<file path="src/rtl/display_capture_pkg.sv">
// Shared constants, state type and frame helper for the 7-segment display capture block.
package display_capture_pkg;

  localparam int unsigned DIGIT_W    = 4;
  localparam int unsigned NUM_DIGITS = 4;
  localparam int unsigned VALUE_W    = DIGIT_W * NUM_DIGITS;
  localparam int unsigned STAB_W     = 4;
  localparam int unsigned TO_W       = 8;

  localparam int unsigned DEF_STABLE_FRAMES = 2;
  localparam int unsigned DEF_TIMEOUT       = 16;

  localparam logic [3:0] AN0      = 4'b1110;
  localparam logic [3:0] AN1      = 4'b1101;
  localparam logic [3:0] AN2      = 4'b1011;
  localparam logic [3:0] AN3      = 4'b0111;
  localparam logic [3:0] AN_BLANK = 4'b1111;

  typedef enum logic [0:0] {
    ST_HUNT    = 1'b0,
    ST_COLLECT = 1'b1
  } cap_state_e;

  // Replace the nibble of digit idx inside a frame.
  function automatic logic [VALUE_W-1:0] put_nibble(input logic [VALUE_W-1:0] frame,
                                                    input logic [1:0]         idx,
                                                    input logic [DIGIT_W-1:0] nib);
    logic [VALUE_W-1:0] f;
    f = frame;
    case (idx)
      2'd0:    f[3:0]   = nib;
      2'd1:    f[7:4]   = nib;
      2'd2:    f[11:8]  = nib;
      default: f[15:12] = nib;
    endcase
    return f;
  endfunction

endpackage

</file>
<file path="src/rtl/display_capture_anode_decode.sv">
// Combinational anode decoder: one-cold pattern -> digit index, plus blank flag.
module anode_decode
  import display_capture_pkg::*;
(
  input  logic [3:0] sel_i,
  output logic       legal_c_o,
  output logic       blank_c_o,
  output logic [1:0] idx_c_o
);

  always_comb begin
    legal_c_o = 1'b1;
    blank_c_o = 1'b0;
    idx_c_o   = 2'd0;
    case (sel_i)
      AN0:      idx_c_o = 2'd0;
      AN1:      idx_c_o = 2'd1;
      AN2:      idx_c_o = 2'd2;
      AN3:      idx_c_o = 2'd3;
      AN_BLANK: begin
        legal_c_o = 1'b0;
        blank_c_o = 1'b1;
      end
      default:  legal_c_o = 1'b0;
    endcase
  end

endmodule

</file>
<file path="src/rtl/display_capture.sv">
// Reconstructs the 16-bit value shown on a multiplexed 4-digit display and
// publishes it once enough identical frames have been seen.
module display_capture
  import display_capture_pkg::*;
#(
  parameter int unsigned STABLE_FRAMES = DEF_STABLE_FRAMES,
  parameter int unsigned TIMEOUT       = DEF_TIMEOUT
) (
  input  logic               clk_1k,
  input  logic               reset,
  input  logic [3:0]         digit_select,
  input  logic [DIGIT_W-1:0] binary_num,
  output logic [VALUE_W-1:0] value,
  output logic               value_valid,
  output logic               new_value,
  output logic               frame_error
);

  logic [3:0]         sel_q;
  logic [DIGIT_W-1:0] num_q;

  logic               dec_legal;
  logic               dec_blank;
  logic [1:0]         dec_idx;

  cap_state_e         state_q, state_d;
  logic [1:0]         last_idx_q, last_idx_d;
  logic [VALUE_W-1:0] frame_q, frame_d;
  logic               done_q, done_d;
  logic [VALUE_W-1:0] prev_q, prev_d;
  logic [STAB_W-1:0]  stab_q, stab_d;
  logic [TO_W-1:0]    to_q, to_d;
  logic [VALUE_W-1:0] value_q, value_d;
  logic               valid_q, valid_d;
  logic               new_q, new_d;
  logic               ferr_q, ferr_d;
  logic               timeout_hit;

  // Input capture: everything downstream works on these copies only.
  always_ff @(posedge clk_1k) begin
    if (reset) begin
      sel_q <= AN_BLANK;
      num_q <= '0;
    end else begin
      sel_q <= digit_select;
      num_q <= binary_num;
    end
  end

  anode_decode u_decode (
    .sel_i     (sel_q),
    .legal_c_o (dec_legal),
    .blank_c_o (dec_blank),
    .idx_c_o   (dec_idx)
  );

  always_ff @(posedge clk_1k) begin
    if (reset) begin
      state_q    <= ST_HUNT;
      last_idx_q <= 2'd0;
      frame_q    <= '0;
      done_q     <= 1'b0;
      prev_q     <= '0;
      stab_q     <= '0;
      to_q       <= '0;
      value_q    <= '0;
      valid_q    <= 1'b0;
      new_q      <= 1'b0;
      ferr_q     <= 1'b0;
    end else begin
      state_q    <= state_d;
      last_idx_q <= last_idx_d;
      frame_q    <= frame_d;
      done_q     <= done_d;
      prev_q     <= prev_d;
      stab_q     <= stab_d;
      to_q       <= to_d;
      value_q    <= value_d;
      valid_q    <= valid_d;
      new_q      <= new_d;
      ferr_q     <= ferr_d;
    end
  end

  always_comb begin
    state_d     = state_q;
    last_idx_d  = last_idx_q;
    frame_d     = frame_q;
    done_d      = 1'b0;
    prev_d      = prev_q;
    stab_d      = stab_q;
    to_d        = to_q;
    value_d     = value_q;
    valid_d     = valid_q;
    new_d       = 1'b0;
    ferr_d      = 1'b0;
    timeout_hit = 1'b0;

    // Frame assembly; a repeated index means a display slower than our clock.
    case (state_q)
      ST_HUNT: begin
        if (dec_legal && dec_idx == 2'd0) begin
          frame_d    = put_nibble(frame_q, 2'd0, num_q);
          last_idx_d = 2'd0;
          state_d    = ST_COLLECT;
        end
      end
      ST_COLLECT: begin
        if (dec_legal) begin
          if (dec_idx == last_idx_q) begin
            frame_d = put_nibble(frame_q, dec_idx, num_q);
          end else if (dec_idx == last_idx_q + 2'd1) begin
            frame_d    = put_nibble(frame_q, dec_idx, num_q);
            last_idx_d = dec_idx;
            if (dec_idx == 2'd3) begin
              done_d  = 1'b1;
              state_d = ST_HUNT;
            end
          end else begin
            ferr_d = 1'b1;
            if (dec_idx == 2'd0) begin
              frame_d    = put_nibble(frame_q, 2'd0, num_q);
              last_idx_d = 2'd0;
            end else begin
              state_d = ST_HUNT;
            end
          end
        end else if (!dec_blank) begin
          ferr_d  = 1'b1;
          state_d = ST_HUNT;
        end
      end
      default: state_d = ST_HUNT;
    endcase

    // Stability tracking and publication of a completed frame.
    if (done_q) begin
      if (frame_q == prev_q) begin
        stab_d = (stab_q == STAB_W'(15)) ? stab_q : stab_q + STAB_W'(1);
      end else begin
        stab_d = STAB_W'(1);
        prev_d = frame_q;
      end
      if (stab_d == STAB_W'(STABLE_FRAMES)) begin
        value_d = frame_q;
        valid_d = 1'b1;
        new_d   = (frame_q != value_q) || !valid_q;
      end
    end

    if (dec_legal) begin
      to_d = '0;
    end else if (to_q < TO_W'(TIMEOUT)) begin
      to_d = to_q + TO_W'(1);
    end
    timeout_hit = (to_q != TO_W'(TIMEOUT)) && (to_d == TO_W'(TIMEOUT));
    if (timeout_hit) begin
      valid_d = 1'b0;
      stab_d  = '0;
    end
  end

  assign value       = value_q;
  assign value_valid = valid_q;
  assign new_value   = new_q;
  assign frame_error = ferr_q;

endmodule

</file>
<file path="config.mk">
export PLATFORM = sky130hd
export DESIGN_NAME = display_capture
export DESIGN_NICKNAME = d
export VERILOG_FILES = /design/src/rtl/display_capture_pkg.sv /design/src/rtl/display_capture_anode_decode.sv /design/src/rtl/display_capture.sv
export SDC_FILE = /design/constraint.sdc
export NUM_CORES = 1
export LEC_CHECK = 0
export CAP_MARGIN = 40
export CORE_MARGIN = 10
export CORE_UTILIZATION = 60
export CTS_BUF_LIST = sky130_fd_sc_hd__clkbuf_8
export DETAILED_ROUTE_END_ITERATION = 8
export PLACE_DENSITY = 0.82
export REMOVE_ABC_BUFFERS = 1
export SYNTH_ARGS = -nofsm -noshare
export SYNTH_HDL_FRONTEND = slang
export SYNTH_SLANG_ARGS = --single-unit
</file>
<file path="constraint.sdc">
create_clock -name clk_1k -period 2.8 [get_ports clk_1k]
set_clock_uncertainty 0.05 [all_clocks]
set_input_delay 0.56 -clock clk_1k [delete_from_list [all_inputs] [get_ports clk_1k]]
set_output_delay 0.56 -clock clk_1k [all_outputs]
set_load 0.03 [all_outputs]
</file>
* Word-level counts from Yosys, hierarchy flattened
Index checks and enable logic that the tools add are counted.
Word-level totals: register bits after elaboration 75, bits in latches 0, bits in writable memories 0, bits in read-only memories 0, bits of input ports 10, logic and storage cells 99, memories kept 0
Operators by class: add/sub/neg operators 3, $mul 0, div/mod/pow operators 0, order comparisons 1, eq/ne operators 22, shift operators 0, mux-type cells 37, bitwise operators 6, reductions and logical operators 16
Operator list (number):
- $mux W16 | 3
- $mux W4 | 9
- $pmux W16 S2 | 1
- $eq A4 B4 Y1 const B | 5
- $eq A16 B16 Y1 | 1
- $mux W8 | 2
- $ne A16 B16 Y1 | 1
- $mux W1 | 14
- $mux W2 | 5
- $add A8 B1 Y8 const B | 1
- $eq A8 B5 Y1 const B | 1
- $lt A8 B5 Y1 const B | 1
- $ne A8 B5 Y1 const B | 1
- $ne A2 B2 Y1 const B | 3
- $ne A3 B1 Y1 const B | 2
- $not A1 Y1 | 6
- $pmux W2 S3 | 1
- $reduce_and A3 Y1 | 2
- $reduce_or A3 Y1 | 2
- $reduce_or A5 Y1 | 1
- $add A4 B1 Y4 const B | 1
- $eq A2 B2 Y1 | 2
- $eq A2 B2 Y1 const B | 2
- $eq A4 B2 Y1 const B | 1
- 14 further kinds | 17

* Depth between registers and ports, before layout
Gate-level depths: netlist of run 1.
depth after elaboration 9, gate-level depth with buffers 7, mapped depth without buffers 7

* By module
Synthesis of run 1 repeated with hierarchy kept, for this count alone.
Second synthesis, totals: cell total of the unflattened synthesis 388, area, all modules 3433.3 um2
By module, submodules not included:
- display_capture | instances 1, cells each 378, area each 3364.5 um2
- anode_decode | instances 1, cells each 10, area each 68.8 um2

* Least setup slack after synthesis of run 1
OpenSTA, ideal clock, no wires.
kind register to register, start point reg stab_q[1], end point reg value_q[10] (netlist: value[10]), data arrival time 1859 ps, required time 2618 ps, path slack 758 ps, cell stages (with the launch flop) 8, path buffers 1, period minus slack after synthesis 2042 ps, cell sequence dfxtp_1 > ha_1 > nand2_1 > o21ba_2 > or4b_4 > clkbuf_1 > o21ai_1 > a21oi_1
Between the ends: word-level cells in the longest chain between the ends 6, elaborated cells on any way between the ends 7, classes of those cells add/sub (1); eq/ne (2); mux (3); reduce/logical (1)
RTL lines:
- from (decl) | RTL line display_capture.sv:31 | logic [STAB_W-1:0] stab_q, stab_d;
- from (signal assigned) | RTL line display_capture.sv:76 | stab_q <= stab_d;
- $add A4 B1 Y4 / $eq A4 B4 Y1 (equally long branches) | RTL line display_capture.sv:139 | stab_d = (stab_q == STAB_W'(15)) ? stab_q : stab_q + STAB_W'(1);
- $mux W4 (*) | RTL line display_capture.sv:139
- $mux W4 (*) | RTL line display_capture.sv:138 | if (frame_q == prev_q) begin
- $mux W4 (*) | RTL line display_capture.sv:137 | if (done_q) begin
- $eq A4 B2 Y1 (*) | RTL line display_capture.sv:144 | if (stab_d == STAB_W'(STABLE_FRAMES)) begin
- $reduce_and A2 Y1 (no source line) (*)
- to (signal assigned) | RTL line display_capture.sv:78 | value_q <= value_d;
- to (decl) | RTL line display_capture.sv:33 | logic [VALUE_W-1:0] value_q, value_d;
Mark *: on every way between the ends. The rest lies on a longest branch, timed or not. The select of a mux whose other input is x is not followed. A chain may end at the register's enable or synchronous reset.

* Worst setup path in the final report of run 1
start point reg sel_q[1], end point reg frame_q[8]
Between the ends: word-level cells in the longest chain between the ends 8, elaborated cells on any way between the ends 18, classes of those cells eq/ne (9); mux (7); reduce/logical (2)
RTL lines:
- from (decl) | RTL line display_capture.sv:19 | logic [3:0] sel_q;
- from (signal assigned) | RTL line display_capture.sv:45 | sel_q <= digit_select;
- $eq A4 B3 Y1 / $eq A4 B4 Y1 (equally long branches) | RTL line display_capture_anode_decode.sv:15 | case (sel_i)
- $pmux W2 S3 | RTL line display_capture_anode_decode.sv:15
- $eq A2 B2 Y1 | RTL line display_capture_pkg.sv:30 | case (idx)
- $mux W4
- $mux W16
- $mux W16 | RTL line display_capture.sv:110 | if (dec_idx == last_idx_q) begin
- $mux W16 | RTL line display_capture.sv:109 | if (dec_legal) begin
- $pmux W16 S2 | RTL line display_capture.sv:100 | case (state_q)
- to (signal assigned) | RTL line display_capture.sv:73 | frame_q <= frame_d;
- to (decl) | RTL line display_capture.sv:28 | logic [VALUE_W-1:0] frame_q, frame_d;
Parallel ways exist; a longest one is shown, timed or not. The select of a mux whose other input is x is not followed.

==> key figures, run 1 <==
Timing
  – Min cycle time layout: ~2.5 ns
  – Slew Viols, Final: 0
  – Slew margin rel.: between 40% and 50%
  – Transition time of the tightest slew-check pin: between 0.8 and 0.9 ns
  – Highest clock rate: between 0.4 and 0.5 GHz
  – Period Utilization, post-route: between 80% and 90%
  – RSZ-0062 raised after global routing: no
  – Hold_ws: 0.423 ns
  – Finish-stage setup viols: 0
  – Hold Fails Final Rpt: 0

Power
  – PwrDens: about 540 nW/um2
  – Peak supply drop: a little under 400 uV
  – Leakage: 1.46 nW

CTS
  – Postcts setup bufs: 0
  – CTS sink count: 75
  – Worst skew pair latency: ~0.35 ns
  – CTS tree: yes
  – Num CTS Buffers: 9
  – CTS resizes: 0
  – Clock buffer depth: 2
  – Reg clk slew, reported paths: approximately 0.070 ns
  – Max H-tree Level: 3
  – Post-cts hold buffer count: 0
  – Root Driver: clkbuf_8

Finish
  – Ant. Diodes: 0
  – Commonest non-fill, non-tap cell in the layout: dfxtp_1
  – Nets: around 460
  – Area grow syn2layout: 15.3%
  – Final std cells w/o fill: roughly 530
  – Share of cells above drive strength 1: approximately 8.8%
  – Commonest non-fill, non-tap cells in the layout: dfxtp_1, a21oi_1, nand2_1

Route
  – Vias: 3200
  – Routed WL: between 8000 and 9000 um
  – Vias per cell: around 6.0
  – Detail Route Antenna Nets: 0
  – Routed wire per std cell: approximately 17 um
  – Drt initial violations: ~240
  – Residual DRC: 0
  – Drt first pass iters: 5

Placement
  – Hpwl dp: about 6000 um
  – Input/output buffers: 28
  – DP Cell Count: around 520
  – Routability congestion estimate: approximately 0.86

Floorplan
  – DIE WIDTH: between 90 and 100 um
  – Cell row count: 28
  – Core area: 5960 um2
  – Die Area: between 9000 and 10000 um2
  – Die Span Y: between 90 and 100 um
  – Starting Density: between 60 and 70%
  – I/O pin total: 29

GRT
  – Vias in the first global route: roughly 3100
  – Pin count of the biggest net entering global routing: 38
  – Initial antenna violation count: 0
  – Total gr overflow: 0
  – First-pass GRT wire length: between 10000 and 15000 um
  – Total track usage: between 10% and 20%

Setup path
  – Crit path DAT: 2.69 ns
  – Setup CP Type: reg2reg
  – Startpoint Class: register
  – Reg-to-reg slack, setup: roughly 0.33 ns
  – WP data required: 3.02 ns
  – Worst Path Max Fanout: 19
  – CP endpoint kind: register

Synthesis
  – EDFF count, synth: 0
  – Top FF cell, synth: dfxtp_1
  – Library cells used by synthesis: just under 60
  – YS warnings: 0
  – Seq cells post-synth: 75
  – Cell count after synthesis: ~430
  – Syn Std Cell Area: 3680 um2
  – Seq/Total Area, Yosys: between 40% and 50%
  – Ys async rst share: 0%
  – Avg Synthesized Cell Area: between 8 and 9 um2

Hold path
  – Hold WC Path Type: reg2reg

Run status
  – Outcome: finished, final reports clean

Run
  – MaxCap Viol Count: 0
## worst paths after layout
path / end / startpoint / depth (start not counted)
setup / recovery: frame_q[8]$_SDFFE_PP0P_ / sel_q[1]$_SDFF_PP1_ / 5
hold / removal: prev_q[5]$_SDFFE_PP0P_ / prev_q[5]$_SDFFE_PP0P_ / 2
setup reg to reg: frame_q[8]$_SDFFE_PP0P_ / sel_q[1]$_SDFF_PP1_ / 5
hold reg to reg: prev_q[5]$_SDFFE_PP0P_ / prev_q[5]$_SDFFE_PP0P_ / 2
## routing by layer
layer  vias to the layer above  part of all wire (%)  GRT usage [%]
met5                         -                     0              0
met4                         0                   2.1           6.06
met3                        20                   6.3           5.07
met2                       125                    47           29.5
met1                      1511                    45           21.9
li1                       1544                     -              -
## report_power, final
| part | total, W | internal [W] | leakage, nW | switching [W] |
|---|---|---|---|---|
| clock | 0.00106 | 0.000674 | 0.136 | 0.000383 |
| combinational | 0.000140 | 0.0000570 | 0.717 | 0.0000833 |
| sequential | 0.00110 | 0.00108 | 0.607 | 0.0000242 |
## kinds of logic after synthesis
| group | Yosys count | share of synthesized area (%) |
|---|---|---|
| and+or+nand+nor | 172 | 25.5 |
| AOI/OAI and AO/OA | 95 | 15.9 |
| DFF | 75 | 40.8 |
| xor gates and xnor gates | 39 | 9.28 |
| buffers and inverters | 33 | 4.52 |
| muxes | 11 | 2.99 |
| adders and majority gates | 3 | 1.02 |
## through the flow
step / setup slack [ns] / utilization, % / setup TNS (ns) / power [W] / area, um2
final: 0.335 / 71.3 / 0 / 0.00230 / 4240
after global routing: 0.172 / 71.3 / 0 / 0.00237 / 4240
after CTS: 0.340 / 71.3 / 0 / 0.00231 / 4240
after detailed placement: 0.376 / 67.0 / 0 / 0.00126 / 3990
after global placement: 0.422 / 67.0 / 0 / 0.00126 / 3990
after floorplan: -0.165 / - / -0.171 / 0.00120 / 3540
## worst max-delay path, cell delays in order, from the launching register on
cell and delay, ns:
dfxtp_1 0.74, or3b_1 0.21, o211ai_1 0.08, nor3b_1 0.44
mux2i_1 0.61, mux2i_1 0.26
## state kept, by name, indices dropped and copies added, names as in the netlist
name and count:
frame_q 16, prev_q 16, value 16, to_q 8, num_q 4, sel_q 4, stab_q 4, last_idx_q 2
done_q 1, frame_error 1, new_value 1, state_q 1, value_valid 1
## cell usage after synthesis (4+ instances only)
cell type	number	area share, %
dfxtp_1	75	41
a21oi_1	49	6.7
nand2_1	40	4.1
nand3_1	38	5.2
xnor2_1	37	8.8
nor2_1	23	2.3
nand2b_1	12	2.0
o21ai_1	12	1.6
mux2i_1	11	3.0
buf_2	10	1.4
clkbuf_1	10	1.0
nand4_1	10	1.7
nor2b_1	10	1.7
o21ai_0	10	1.4
inv_1	8	0.82
nor3_1	7	0.95
and2_1	5	0.85
nor3b_1	4	0.82
or2_2	4	0.68
## area by class of cell
type | count | area (um2)
multi-input combinational | 320 | 2020
fill | 457 | 1710
sequential | 75 | 1500
timing repair buffer | 37 | 343
clock inverter | 7 | 133
clock buffer | 9 | 124
tap | 75 | 93.8
inverter | 8 | 30.0
No activity file was read; power rests on OpenSTA's default activity.
==> run 2, diff against run 1 <==
--- a/config.mk
+++ b/config.mk
@@ -10,6 +10,7 @@
 export CORE_UTILIZATION = 60
 export CTS_BUF_LIST = sky130_fd_sc_hd__clkbuf_8
 export DETAILED_ROUTE_END_ITERATION = 8
+export HOLD_SLACK_MARGIN = 0.06
 export PLACE_DENSITY = 0.82
 export REMOVE_ABC_BUFFERS = 1
 export SYNTH_ARGS = -nofsm -noshare
==> results of run 2 <==
No change in the layout: final DEF, timing and power equal those of run 1.
==> run 3, diff against run 2 <==
--- a/config.mk
+++ b/config.mk
@@ -10,6 +10,7 @@
 export CORE_UTILIZATION = 60
 export CTS_BUF_LIST = sky130_fd_sc_hd__clkbuf_8
 export DETAILED_ROUTE_END_ITERATION = 8
+export GPL_TIMING_DRIVEN = 0
 export HOLD_SLACK_MARGIN = 0.06
 export PLACE_DENSITY = 0.82
 export REMOVE_ABC_BUFFERS = 1
==> run 3 against run 2 <==
Wire length shrank 3.2%. Sequential power about the same. Sequential share of layout area up 0.44 points. Cell count is 0.56% lower.
==> key figures, run 3 (same netlist as run 1, synthesis figures left out) <==
Run status
  – Outcome: finished, final reports clean

CTS
  – Postcts setup bufs: 0 (unchanged)
  – Num CTS Buffers: 9 (unchanged)
  – Root Driver: clkbuf_8
  – Max H-tree Level: 3 (unchanged)
  – CTS tree: yes
  – CTS sink count: 75 (unchanged)
  – Clock buffer depth: 2 (unchanged)
  – Reg clk slew, reported paths: 0.08 ns (about the same)
  – Worst skew pair latency: 0.35 ns (about the same)
  – Post-cts hold buffer count: 0 (unchanged)
  – CTS resizes: 0 (unchanged)

Floorplan
  – Die Span Y: 98.3 um (unchanged)
  – Die Area: 9670 um2 (unchanged)
  – Cell row count: 28 (unchanged)
  – I/O pin total: 29 (unchanged)
  – DIE WIDTH: 98.3 um (unchanged)
  – Starting Density: 61.8% (unchanged)
  – Core area: 5960 um2 (unchanged)

Setup path
  – CP peak stage delay: 0.91 ns (+0.17 ns)
  – CP endpoint kind: register
  – Setup CP Type: reg2reg
  – Worst Path Max Fanout: 19 (unchanged)
  – Slowest CP cell: or4_1
  – Buf/Inv on CP: 1 (+1)
  – Startpoint Class: register
  – Cell Chain, Critical Path: xnor2_1 > nand4_1 > or4_1 > buf_16 > o21ai_1 > a21oi_1
  – Critical path's top delay family: simple AND/OR/NAND/NOR gates
  – Crit path DAT: 2.66 ns (-0.03 ns)
  – WP data required: 2.97 ns (-0.05 ns)

GRT
  – Pin count of the biggest net entering global routing: 41 (+7.9%)
  – Total gr overflow: 0 (unchanged)
  – Total track usage: 17.8% (-0.12 points)
  – First-pass GRT wire length: 14500 um (-1.5%)
  – Initial antenna violation count: 0 (unchanged)
  – Vias in the first global route: 3075 (+0.098%)

Finish
  – Nets: 461 (-0.65%)
  – Filler cells: 479 (+4.8%)
  – Fin area: 4190 um2 (-1.2%)
  – Commonest non-fill, non-tap cells in the layout: dfxtp_1, a21oi_1, nand2_1
  – Fin util: 70.4% (-0.88 points)
  – Commonest non-fill, non-tap cell in the layout: dfxtp_1
  – Area grow syn2layout: 13.9%
  – Ant. Diodes: 0 (unchanged)
  – Share of cells above drive strength 1: 8.61% (-0.16 points)

Hold path
  – Hold WC Path Type: reg2reg

Placement
  – Input/output buffers: 28 (unchanged)
  – Pre-CTS setup slack: 0.328 ns (-0.0484 ns)
  – Area post-placement: 4010 um2 (+0.44%)
  – Hpwl dp: 5820 um (-3.3%)
  – Routability congestion estimate: 0.874 (+2.0%)

Timing
  – Hold Fails Final Rpt: 0 (unchanged)
  – Highest clock rate: 0.402 GHz (-1.0%)
  – Min cycle time layout: 2.49 ns (+0.0250 ns)
  – Final setup TNS: 0 ns (unchanged)
  – Slew Viols, Final: 0 (unchanged)
  – Finish-stage setup viols: 0 (unchanged)
  – RSZ-0062 raised after global routing: no
  – Transition time of the tightest slew-check pin: 0.882 ns (+0.0288 ns)
  – Setup WS post-layout: 0.310 ns (-0.0250 ns)
  – Period Utilization, post-route: 88.9% (+0.89 points)
  – Slew margin rel.: 41.1% (-1.5 points)

Route
  – Routed WL: 8590 um (-3.2%)
  – Routed wire per std cell: 16.3 um (-2.6%)
  – Vias per cell: 6.00 (-0.50%)
  – Detail Route Antenna Nets: 0 (unchanged)
  – Vias: 3166 (-1.1%)
  – Residual DRC: 0 (unchanged)
  – Drt first pass iters: 4 (-1)
  – Drt initial violations: 183 (-23%)

Power
  – PwrDens: 482 nW/um2 (-11%)
  – Leakage: 1.42 nW (-2.8%)
  – Peak supply drop: 322 uV (-19%)
  – Design Power: 0.00202 W (-12%)

Run
  – MaxCap Viol Count: 0 (unchanged)
run 3: power breakdown:
| part | switching [W] | internal (W) | total (W) | leakage (nW) |
|---|---|---|---|---|
| clock network | 0.000420 | 0.000353 | 0.000774 | 0.0968 |
| logic | 0.0000832 | 0.0000631 | 0.000146 | 0.715 |
| registers | 0.0000242 | 0.00108 | 0.00110 | 0.607 |
| total | 0.000528 | 0.00149 | 0.00202 | 1.42 |
run 3: worst min-delay path, delay by kind of cell (launching register included):
family          cells  cell delay (ns)
compound gates      1             0.05
flops               1             0.32
simple gates        1             0.05
run 3: layout make-up:
| cell class | instances | area [um2] | share of cell area (%) |
|---|---|---|---|
| repair buffers | 34 | 360 | 8.60 |
| inverters | 8 | 30.0 | 0.716 |
| well taps | 75 | 93.8 | 2.24 |
| flip-flops and latches | 75 | 1500 | 35.8 |
| multi-input cells | 320 | 2020 | 48.2 |
| clock buffers | 10 | 138 | 3.28 |
| clock inverters | 6 | 48.8 | 1.16 |
run 3: final timing paths:
check / cells past startpoint / slack, ns / end / start
max: 6 / 0.31 / value[7]$_SDFFE_PP0P_ / frame_q[6]$_SDFFE_PP0P_
min: 2 / 0.42 / prev_q[9]$_SDFFE_PP0P_ / prev_q[9]$_SDFFE_PP0P_
max reg2reg: 6 / 0.31 / value[7]$_SDFFE_PP0P_ / frame_q[6]$_SDFFE_PP0P_
min reg2reg: 2 / 0.42 / prev_q[9]$_SDFFE_PP0P_ / prev_q[9]$_SDFFE_PP0P_
run 3: layer usage:
layer	global-route usage, %	wire (um)	up-vias
li1	-	-	1552
met1	21.6	3700	1490
met2	29.0	4140	106
met3	3.66	528	18
met4	9.26	232	0
met5	0	0	-
run 3: through the flow:
step,hold slack (ns),cells
6_report,0.419,528
2_1_floorplan,0.393,403
5_1_grt,0.449,528
4_1_cts,0.422,528
3_3_place_gp,0.404,506
3_5_place_dp,0.410,512
